**config.mk**
```make
export PLATFORM = sky130hd
export DESIGN_NAME = note_scroller
export DESIGN_NICKNAME = d
export VERILOG_FILES = /design/src/rtl/note_scroller.sv
export SDC_FILE = /design/constraint.sdc
export NUM_CORES = 1
export LEC_CHECK = 0
export CAP_MARGIN = 30
export CORE_ASPECT_RATIO = 0.8
export CORE_MARGIN = 2
export CORE_UTILIZATION = 33
export DETAILED_ROUTE_END_ITERATION = 12
export SYNTH_ARGS = -nofsm -noshare
export SYNTH_HDL_FRONTEND = slang
export SYNTH_SLANG_ARGS = --single-unit
export TNS_END_PERCENT = 100
```
**constraint.sdc**
```tcl
create_clock -name Clk -period 5.1 [get_ports Clk]
set_input_delay 1.02 -clock Clk [delete_from_list [all_inputs] [get_ports Clk]]
set_output_delay 1.02 -clock Clk [all_outputs]
set_load 0.02 [all_outputs]
```
**src/rtl/note_scroller.sv**
```systemverilog
// Note-sprite stage upstream of the colour mux. A small table of note heads
// is scrolled left by SPEED pixels once per frame, and each pixel reports
// through draw_note whether it falls inside any note head.
`timescale 1ns/1ps
module note_scroller #(
  parameter int NUM_NOTES  = 16,
  parameter int SPEED      = 2,
  parameter int SPAWN_X    = 639,
  parameter int STAFF_TOP  = 160,
  parameter int HALF_SPACE = 5,
  parameter int NOTE_W     = 8,
  parameter int NOTE_H     = 6
) (
  input  logic       Clk,
  input  logic       Reset,
  input  logic       vs,
  input  logic       blank,
  input  logic [9:0] DrawX,
  input  logic [9:0] DrawY,
  input  logic       note_valid,
  input  logic [3:0] note_pitch,
  output logic       note_ready,
  output logic       draw_note,
  output logic [4:0] active_count
);

  localparam int IDX_W = $clog2(NUM_NOTES);

  typedef enum logic [1:0] {IDLE, SCAN, DONE} state_t;

  state_t               state, state_next;
  logic [IDX_W-1:0]     idx, idx_next;
  logic [IDX_W-1:0]     free_idx;
  logic [NUM_NOTES-1:0] slot_valid;
  logic [9:0]           slot_x     [NUM_NOTES];
  logic [3:0]           slot_pitch [NUM_NOTES];
  logic                 vs_q;
  logic                 frame_tick;
  logic                 accept;
  logic                 scan_valid;
  logic                 retire;
  logic                 shift;
  logic                 any_hit;

  // A note head covers [x, x+NOTE_W-1] by [y_top, y_top+NOTE_H-1]; upper
  // bounds are formed at 11 bits so a note near x=1023 cannot wrap.
  function automatic logic note_hit(input logic       v,
                                    input logic [9:0] x,
                                    input logic [3:0] p,
                                    input logic [9:0] dx,
                                    input logic [9:0] dy);
    logic [9:0] y_top;
    y_top = 10'(STAFF_TOP + 32'(p) * HALF_SPACE);
    return v
        && (dx >= x)     && ({1'b0, dx} <= {1'b0, x}     + 11'(NOTE_W - 1))
        && (dy >= y_top) && ({1'b0, dy} <= {1'b0, y_top} + 11'(NOTE_H - 1));
  endfunction

  assign frame_tick = vs_q & ~vs;

  // Ready only in IDLE with a free slot, and never while reset is held.
  assign note_ready = Reset && (state == IDLE)
                   && ({1'b0, active_count} < 6'(NUM_NOTES));
  assign accept     = note_valid && note_ready;

  assign scan_valid = (state == SCAN) && slot_valid[idx];
  assign retire     = scan_valid && (slot_x[idx] < 10'(SPEED));
  assign shift      = scan_valid && !retire;

  // Remember the previous vs sample to detect its falling edge.
  // NOTE: state registers use non-blocking assignments so every flop samples pre-edge values.
  always_ff @(posedge Clk or negedge Reset) begin
    if (!Reset) vs_q <= 1'b1;
    else        vs_q <= vs;
  end

  // FSM state and scan index registers.
  always_ff @(posedge Clk or negedge Reset) begin
    if (!Reset) begin
      state <= IDLE;
      idx   <= '0;
    end else begin
      state <= state_next;
      idx   <= idx_next;
    end
  end

  // Next-state logic: a frame tick in IDLE launches a one-slot-per-cycle scan.
  // NOTE: every always_comb output gets a default first so no latch is inferred.
  always_comb begin
    state_next = state;
    idx_next   = idx;
    unique case (state)
      IDLE: begin
        if (frame_tick) begin
          state_next = SCAN;
          idx_next   = '0;
        end
      end
      SCAN: begin
        idx_next = idx + 1'b1;
        if (idx == IDX_W'(NUM_NOTES - 1)) state_next = DONE;
      end
      DONE:    state_next = IDLE;
      default: state_next = IDLE;
    endcase
  end

  // Lowest-index free slot; only consulted when a free slot exists.
  always_comb begin
    free_idx = '0;
    for (int i = NUM_NOTES - 1; i >= 0; i--) begin
      if (!slot_valid[i]) free_idx = IDX_W'(i);
    end
  end

  // Slot valid bits: set on accept, cleared when a scanned note retires.
  always_ff @(posedge Clk or negedge Reset) begin
    if (!Reset) begin
      slot_valid <= '0;
    end else begin
      if (accept) slot_valid[free_idx] <= 1'b1;
      if (retire) slot_valid[idx]      <= 1'b0;
    end
  end

  // Slot payload: spawn position on accept, scroll left during the scan.
  // NOTE: payload storage has no reset; the valid bits alone decide whether a slot exists.
  always_ff @(posedge Clk) begin
    if (accept) begin
      slot_x[free_idx]     <= 10'(SPAWN_X);
      slot_pitch[free_idx] <= note_pitch;
    end else if (shift) begin
      slot_x[idx] <= slot_x[idx] - 10'(SPEED);
    end
  end

  // Accepts only happen in IDLE and retires only in SCAN, so they never coincide.
  always_ff @(posedge Clk or negedge Reset) begin
    if (!Reset)      active_count <= '0;
    else if (accept) active_count <= active_count + 5'd1;
    else if (retire) active_count <= active_count - 5'd1;
  end

  // OR of per-slot hits for the current pixel.
  always_comb begin
    any_hit = 1'b0;
    for (int i = 0; i < NUM_NOTES; i++) begin
      any_hit = any_hit | note_hit(slot_valid[i], slot_x[i], slot_pitch[i], DrawX, DrawY);
    end
  end

  // One-cycle registered pixel decision, masked by blanking.
  always_ff @(posedge Clk or negedge Reset) begin
    if (!Reset) draw_note <= 1'b0;
    else        draw_note <= any_hit & blank;
  end

endmodule

```
==> flow_summary.json, run 1 <==
{
  "pre_cts_setup_slack_ns": 0.340,
  "start_util_pct": 33.5,
  "holdCritPathClass": "flip-flop to flip-flop",
  "netlist_instances": 3145,
  "placeableCoreArea_sq_mm": 0.0915,
  "number_of_global_route_vias_before_repair": 23459,
  "ioPinCount": 36,
  "std_cell_rows": 99,
  "most_frequent_standard_cell_in_the_layout_excluding_fill_and_tap_cells": "ha_1",
  "outcome": "complete, no violations",
  "multi_input_gate_area_in_the_final_layout_sq_mm": 0.0216,
  "grt_start_max_net_pins": 53,
  "max-slew-margin-rel_pct": 31.7,
  "timing.critical_path.from": "slot_pitch[15][3]",
  "totalNegativeSetupSlack_ns": 0,
  "ffs_latches_synth": 253,
  "layout.nets": 4108,
  "ys_dominant_reg_cell": "edfxtp_1",
  "clkLatencyLatePin_ns": 0.58,
  "finalWirelength_microns": 90500,
  "reg2regPathDepth": 20,
  "drt_iter0_markers": 1979,
  "fin_crit_ns": 4.73,
  "yosys-top-cells-area": "ha_1, edfxtp_1, xnor2_1",
  "final_cells": 4504,
  "initial_antenna_violation_count": 1,
  "hpwl_microns": 70900,
  "maxCapViolations": 0,
  "critical_path_peak_fanout": 6,
  "path_class": "flip-flop to flip-flop",
  "tritoncts": "built",
  "post-synth-top-area-cell": "ha_1",
  "postcts_setup_bufs": 0,
  "clock_pin_slew_on_the_worst_setup_and_hold_paths_ns": 0.08,
  "htree_levels": 1,
  "required_ns": 5.55,
  "setup.reg_to_reg.worst_slack_ns": 0.37,
  "power-per-cell-area_mw_per_mm2": 249,
  "synthesis.nets": 3983,
  "routed_via_count_divided_by_cell_count": 5.45,
  "die_w_microns": 345,
  "cellLeakagePower_nw": 15.0,
  "via_count": 24567,
  "min-delay-start": "active_count[3]",
  "crit_arrival_ns": 5.18,
  "synth_edf_count": 224,
  "antenna_cells_inserted": 0,
  "chipHeight_microns": 277,
  "hold_path_end": "active_count[3]",
  "worstReg2RegEnd": "draw_note",
  "clock_tree.buffer_depth": 3,
  "grt_setup_unrepaired": "no",
  "setup_ws_ns": 0.373,
  "finalSetupViolations": 0,
  "layout.filler_cells": 9161,
  "layout_common_cells": "ha_1, inv_1, edfxtp_1, xnor2_1, nand2_1",
  "cts_sinks": 253,
  "routed_wl_per_cell_microns": 20.1,
  "grt-ovfl-total": 0,
  "timing.clock.skew_ns": 0.0128,
  "layout.area.seq_sq_mm": 0.00746,
  "drive_above_1_share_pct": 6.65,
  "synth_cell_type_count": 73,
  "maxClockFrequency_mhz": 212,
  "postSynth.asyncResetShare_pct": 11.5,
  "post-route-period-util_pct": 92.7,
  "drc_errors": 0,
  "dp_cells": 4451,
  "max_slew.worst_pin.slew_ns": 0.999,
  "die-area_sq_mm": 0.0953,
  "cts-root-buf": "clkbuf_16",
  "place.gp.congestion": 0.931,
  "yosysSeqAreaShare_pct": 24.3,
  "grt_first_pass_wirelength_microns": 139000,
  "synth_top_area_share_pct": 32.4,
  "r2r_start": "slot_pitch[15][3]",
  "syn-cell-area_sq_mm": 0.0306,
  "min_path_cells": 1,
  "synth.avg_cell_area_sq_um": 9.74,
  "groute.usage.overall_pct": 18.7,
  "buffer_ports.inserted": 35,
  "area.growth.synth_to_final_pct": 10.9,
  "number_of_buffers_inserted_during_clock_tree_synthesis": 28,
  "drt.antenna.violating_nets": 0,
  "crit_start_category": "flip-flop",
  "finalHoldViolCount": 0,
  "yosysWarnings": 0,
  "final-max-slew-violation-count": 0,
  "first_pass_iters": 5,
  "endpoint_kind": "flip-flop",
  "ir_drop_uv": 258
}
==> cell families after synthesis <==
| group | after synthesis | synth area share, % |
|---|---|---|
| adder cells (fa/ha/maj) | 809 | 33.5 |
| AO/OA/AOI/OAI | 671 | 14.5 |
| multiplexers | 61 | 4.26 |
| AND/OR/NAND/NOR | 689 | 11.2 |
| flip-flops | 253 | 24.3 |
| buffers and inverters | 414 | 5.19 |
| XOR/XNOR | 248 | 7.09 |
==> worst max path at each step <==
| stage | slack (ns) | cells past startpoint | endpoint |
|---|---|---|---|
| detailed placement | 0.34 | 20 | draw_note |
| finish | 0.37 | 20 | draw_note |
| global route | 0.06 | 20 | draw_note |
| floorplan | 0.55 | 7 | slot_x[13][0] |
| CTS | 0.32 | 20 | draw_note |
| global placement | 0.40 | 20 | draw_note |
==> state kept, by name, indices dropped and copies added, names as in the netlist <==
register,cells
slot_x,160
slot_pitch,64
slot_valid,16
active_count,5
idx,4
state,2
draw_note,1
vs_q,1
==> routing by layer <==
metal  vias up  track usage (%)  share of wire, %
met5         -                0                 0
met4         0             2.56               1.4
met3        74             4.80               9.3
met2       801             26.1                39
met1     11688             29.0                50
li1      12004                -                 -
==> critical path, cell delays in order (launching register included) <==
cell and delay (ns):
edfxtp_1 0.50, ha_1 0.23, ha_1 0.27, ha_1 0.18, inv_1 0.06, fa_1 0.36, inv_1 0.07, ha_1 0.15
inv_1 0.06, or3_1 0.38, nor3_1 0.27, xnor2_1 0.11, ha_1 0.30, nand4_1 0.15, a211oi_1 0.23, a2111oi_0 0.12
o211ai_1 0.19, a31oi_1 0.09, a311oi_2 0.33, nand4_1 0.14, o41a_1 0.43
==> report_power, final <==
part | leakage, nW | internal, mW | switching [mW]
registers | 2.34 | 2.62 | 0.262
clock network | 0.466 | 1.22 | 0.984
logic | 12.2 | 1.33 | 2.04
==> final cells by class <==
| cell class | instances | area share [%] |
|---|---|---|
| timing repair buffer | 117 | 2.75 |
| multi-input combinational | 2478 | 63.6 |
| tap | 1212 | 4.46 |
| inverter | 392 | 4.33 |
| sequential | 253 | 22.0 |
| clock buffer | 29 | 2.14 |
| clock inverter | 23 | 0.759 |
==> cells in the mapped netlist, types with 11 or more instances <==
| library cell | instances |
|---|---|
| nor4_1 | 20 |
| a2111oi_0 | 31 |
| o211ai_1 | 31 |
| o21a_1 | 33 |
| a21o_1 | 46 |
| o2111ai_1 | 18 |
| nor2b_1 | 30 |
| nor2_1 | 145 |
| inv_1 | 392 |
| nand3_1 | 71 |
| xnor2_1 | 213 |
| nand2_1 | 168 |
| o21ai_0 | 136 |
| or3_1 | 28 |
| ha_1 | 792 |
| nand2b_1 | 24 |
| o31ai_1 | 11 |
| a22oi_1 | 15 |
| nand4_1 | 76 |
| a31oi_1 | 21 |
| o22ai_1 | 13 |
| a211oi_1 | 48 |
| o22a_1 | 12 |
| a21oi_1 | 160 |
| dfrtp_1 | 28 |
| edfxtp_1 | 224 |
| nor3_1 | 82 |
| mux4_2 | 55 |
| xor2_1 | 35 |
| fa_1 | 17 |
| a21boi_0 | 19 |
==> repair_timing <==
action,CTS,global route
hold buffers,0,0
resized for setup,0,2
setup endpoints to repair,0,1
==> through the flow <==
step | total power, mW | utilization [%] | instance area, sq um | hold WS [ns]
after floorplan | 4.95 | - | 30600 | 0.474
after global placement | 6.16 | 35.9 | 32900 | 0.512
after detailed placement | 6.19 | 36.0 | 32900 | 0.533
after CTS | 8.40 | 37.1 | 33900 | 0.551
after global routing | 8.92 | 37.1 | 34000 | 0.587
final | 8.46 | 37.1 | 34000 | 0.562
Power figures use the tool's default switching activity.
==> run 2: changes to the inputs <==
CORE_MARGIN = 1   (was 2)
==> run 2 against run 1 <==
The run now ends with DRC left. Sequential share of layout area is 0.11 points lower. Total power is 3.9% higher. Hold slack better by 0.021 ns. Global-route usage is 0.80 points higher. Setup slack better by 0.040 ns. Largest cell class unchanged. Largest power group unchanged.
==> flow_summary.json, run 2 (synthesized netlist as in run 1, its figures left out) <==
{
  "postcts_setup_bufs": 0,
  "critical_path_peak_fanout": 6,
  "timing.critical_path.slowest_stage_cell": "edfxtp_1",
  "start_util_pct": 33.5,
  "layout_common_cells": "ha_1, inv_1, edfxtp_1, xnor2_1, nand2_1",
  "most_frequent_standard_cell_in_the_layout_excluding_fill_and_tap_cells": "ha_1",
  "number_of_global_route_vias_before_repair": 23795,
  "drt.antenna.violating_nets": 0,
  "path_class": "flip-flop to flip-flop",
  "max_slew.worst_pin.slew_ns": 1.03,
  "largest_reg_flops": 160,
  "placeableCoreArea_sq_mm": 0.0915,
  "violations": "DRC",
  "maxClockFrequency_mhz": 213,
  "critical_path_depth": 21,
  "number_of_buffers_inserted_during_clock_tree_synthesis": 30,
  "std_cell_rows": 99,
  "endpoint_kind": "flip-flop",
  "hpwl_microns": 72200,
  "tritoncts": "built",
  "htree_levels": 1,
  "cts_sinks": 253,
  "reg_top3": "slot_x: 160 flops, slot_pitch: 64 flops, slot_valid: 16 flops",
  "layout.area.seq_sq_mm": 0.00746,
  "totalNegativeSetupSlack_ns": 0,
  "grt_first_pass_wirelength_microns": 142000,
  "routed_via_count_divided_by_cell_count": 5.47,
  "ioPinCount": 36,
  "critical_path_buf_inv_count": 4,
  "outcome": "finished, violations left",
  "finalSetupViolations": 0,
  "first_pass_iters": 9,
  "timing.clock.skew_ns": 0.0119,
  "initial_antenna_violation_count": 1,
  "cts-root-buf": "clkbuf_16",
  "cpLargestDelayFamily": "adder cells",
  "drc_errors": 8,
  "final-max-slew-violation-count": 0,
  "path_common_cell": "ha_1",
  "register_name_with_the_most_flops": "slot_x",
  "chipHeight_microns": 275,
  "postCtsResizedCells": 0,
  "finalHoldViolCount": 0,
  "grt_start_max_net_pins": 42,
  "cp_slowest_stage_delay_ns": 0.51,
  "multi_input_gate_area_in_the_final_layout_sq_mm": 0.0216,
  "clock_pin_slew_on_the_worst_setup_and_hold_paths_ns": 0.07,
  "min_path_cells": 1,
  "routed_wl_per_cell_microns": 20.4,
  "fin_total_pwr_mw": 8.79,
  "maxCapViolations": 0,
  "buffer_ports.inserted": 35,
  "cellLeakagePower_nw": 15.1,
  "finalWirelength_microns": 92300,
  "via_count": 24753,
  "layout.nets": 4126,
  "die_w_microns": 343,
  "crit_start_category": "flip-flop",
  "drive_above_1_share_pct": 6.95,
  "crit_arrival_ns": 5.23,
  "required_ns": 5.64,
  "max-slew-margin-rel_pct": 30.4,
  "groute.usage.overall_pct": 19.5,
  "clkLatencyLatePin_ns": 0.61,
  "hold_buffers": 0,
  "final_design_area_no_fill_sq_mm": 0.0341,
  "area.growth.synth_to_final_pct": 11.5,
  "detailed_place.area_sq_mm": 0.0330,
  "grt_setup_unrepaired": "no",
  "fin_crit_ns": 4.69,
  "worstPathCellList": "ha_1, ha_1, ha_1, inv_1, fa_1, inv_1, ha_1, inv_1, or3_1, nor2_1, xnor2_1, ha_1, a21oi_1, o21ai_0, a2111oi_0, o22ai_1, a2111oi_0, buf_4, a311oi_1, nand4_1, o41a_1",
  "power-per-cell-area_mw_per_mm2": 257,
  "die-area_sq_mm": 0.0941,
  "holdCritPathClass": "flip-flop to flip-flop",
  "post-route-period-util_pct": 91.9,
  "drt_iter0_markers": 1953,
  "clock_tree.buffer_depth": 3,
  "layout.filler_cells": 9088,
  "reg2regPathDepth": 21,
  "grt-ovfl-total": 0,
  "timing.hold.ws_ns": 0.583,
  "ir_drop_uv": 306,
  "place.gp.congestion": 0.918
}
## run 2: report_power, final
group | switching (mW) | total, mW | internal, mW
clock network | 1.00 | 2.47 | 1.47
logic | 2.02 | 3.35 | 1.33
registers | 0.343 | 2.96 | 2.62
## run 2: layer usage
metal / share of wire, % / routed length [microns] / track usage, % / vias to the layer above
met2: 38 / 35300 / 27.3 / 839
met3: 9.9 / 9110 / 5.19 / 87
met1: 50 / 46600 / 30.1 / 11792
met4: 1.4 / 1280 / 2.50 / 0
met5: 0 / 0 / 0 / -
li1: - / - / - / 12035
## run 2: final timing paths
check / from / endpoint / slack, ns
worst min register to register: active_count[3] / active_count[3] / 0.58
max in group asynchronous: Reset / vs_q / 3.89
min in group asynchronous: Reset / active_count[2] / 0.86
worst min-delay path: active_count[3] / active_count[3] / 0.58
worst max register to register: slot_pitch[11][3] / draw_note / 0.41
worst max-delay path: slot_pitch[11][3] / draw_note / 0.41
## run 2: area by class of cell
type	instances	area share, %
Antenna cell	1	0.00733
Clock buffer	32	2.28
Clock inverter	23	0.964
Inverter	392	4.31
Multi-Input combinational cell	2478	63.2
Sequential cell	253	21.8
Tap cell	1212	4.44
Timing Repair Buffer	133	2.90
## run 2: through the flow
stage | instances | utilization, % | worst slack, ns
6_report | 4524 | 37.3 | 0.414
3_3_place_gp | 4456 | 36.0 | 0.547
3_5_place_dp | 4467 | 36.1 | 0.473
5_1_grt | 4523 | 37.3 | 0.0859
4_1_cts | 4522 | 37.3 | 0.424
2_1_floorplan | 3145 | - | 0.547
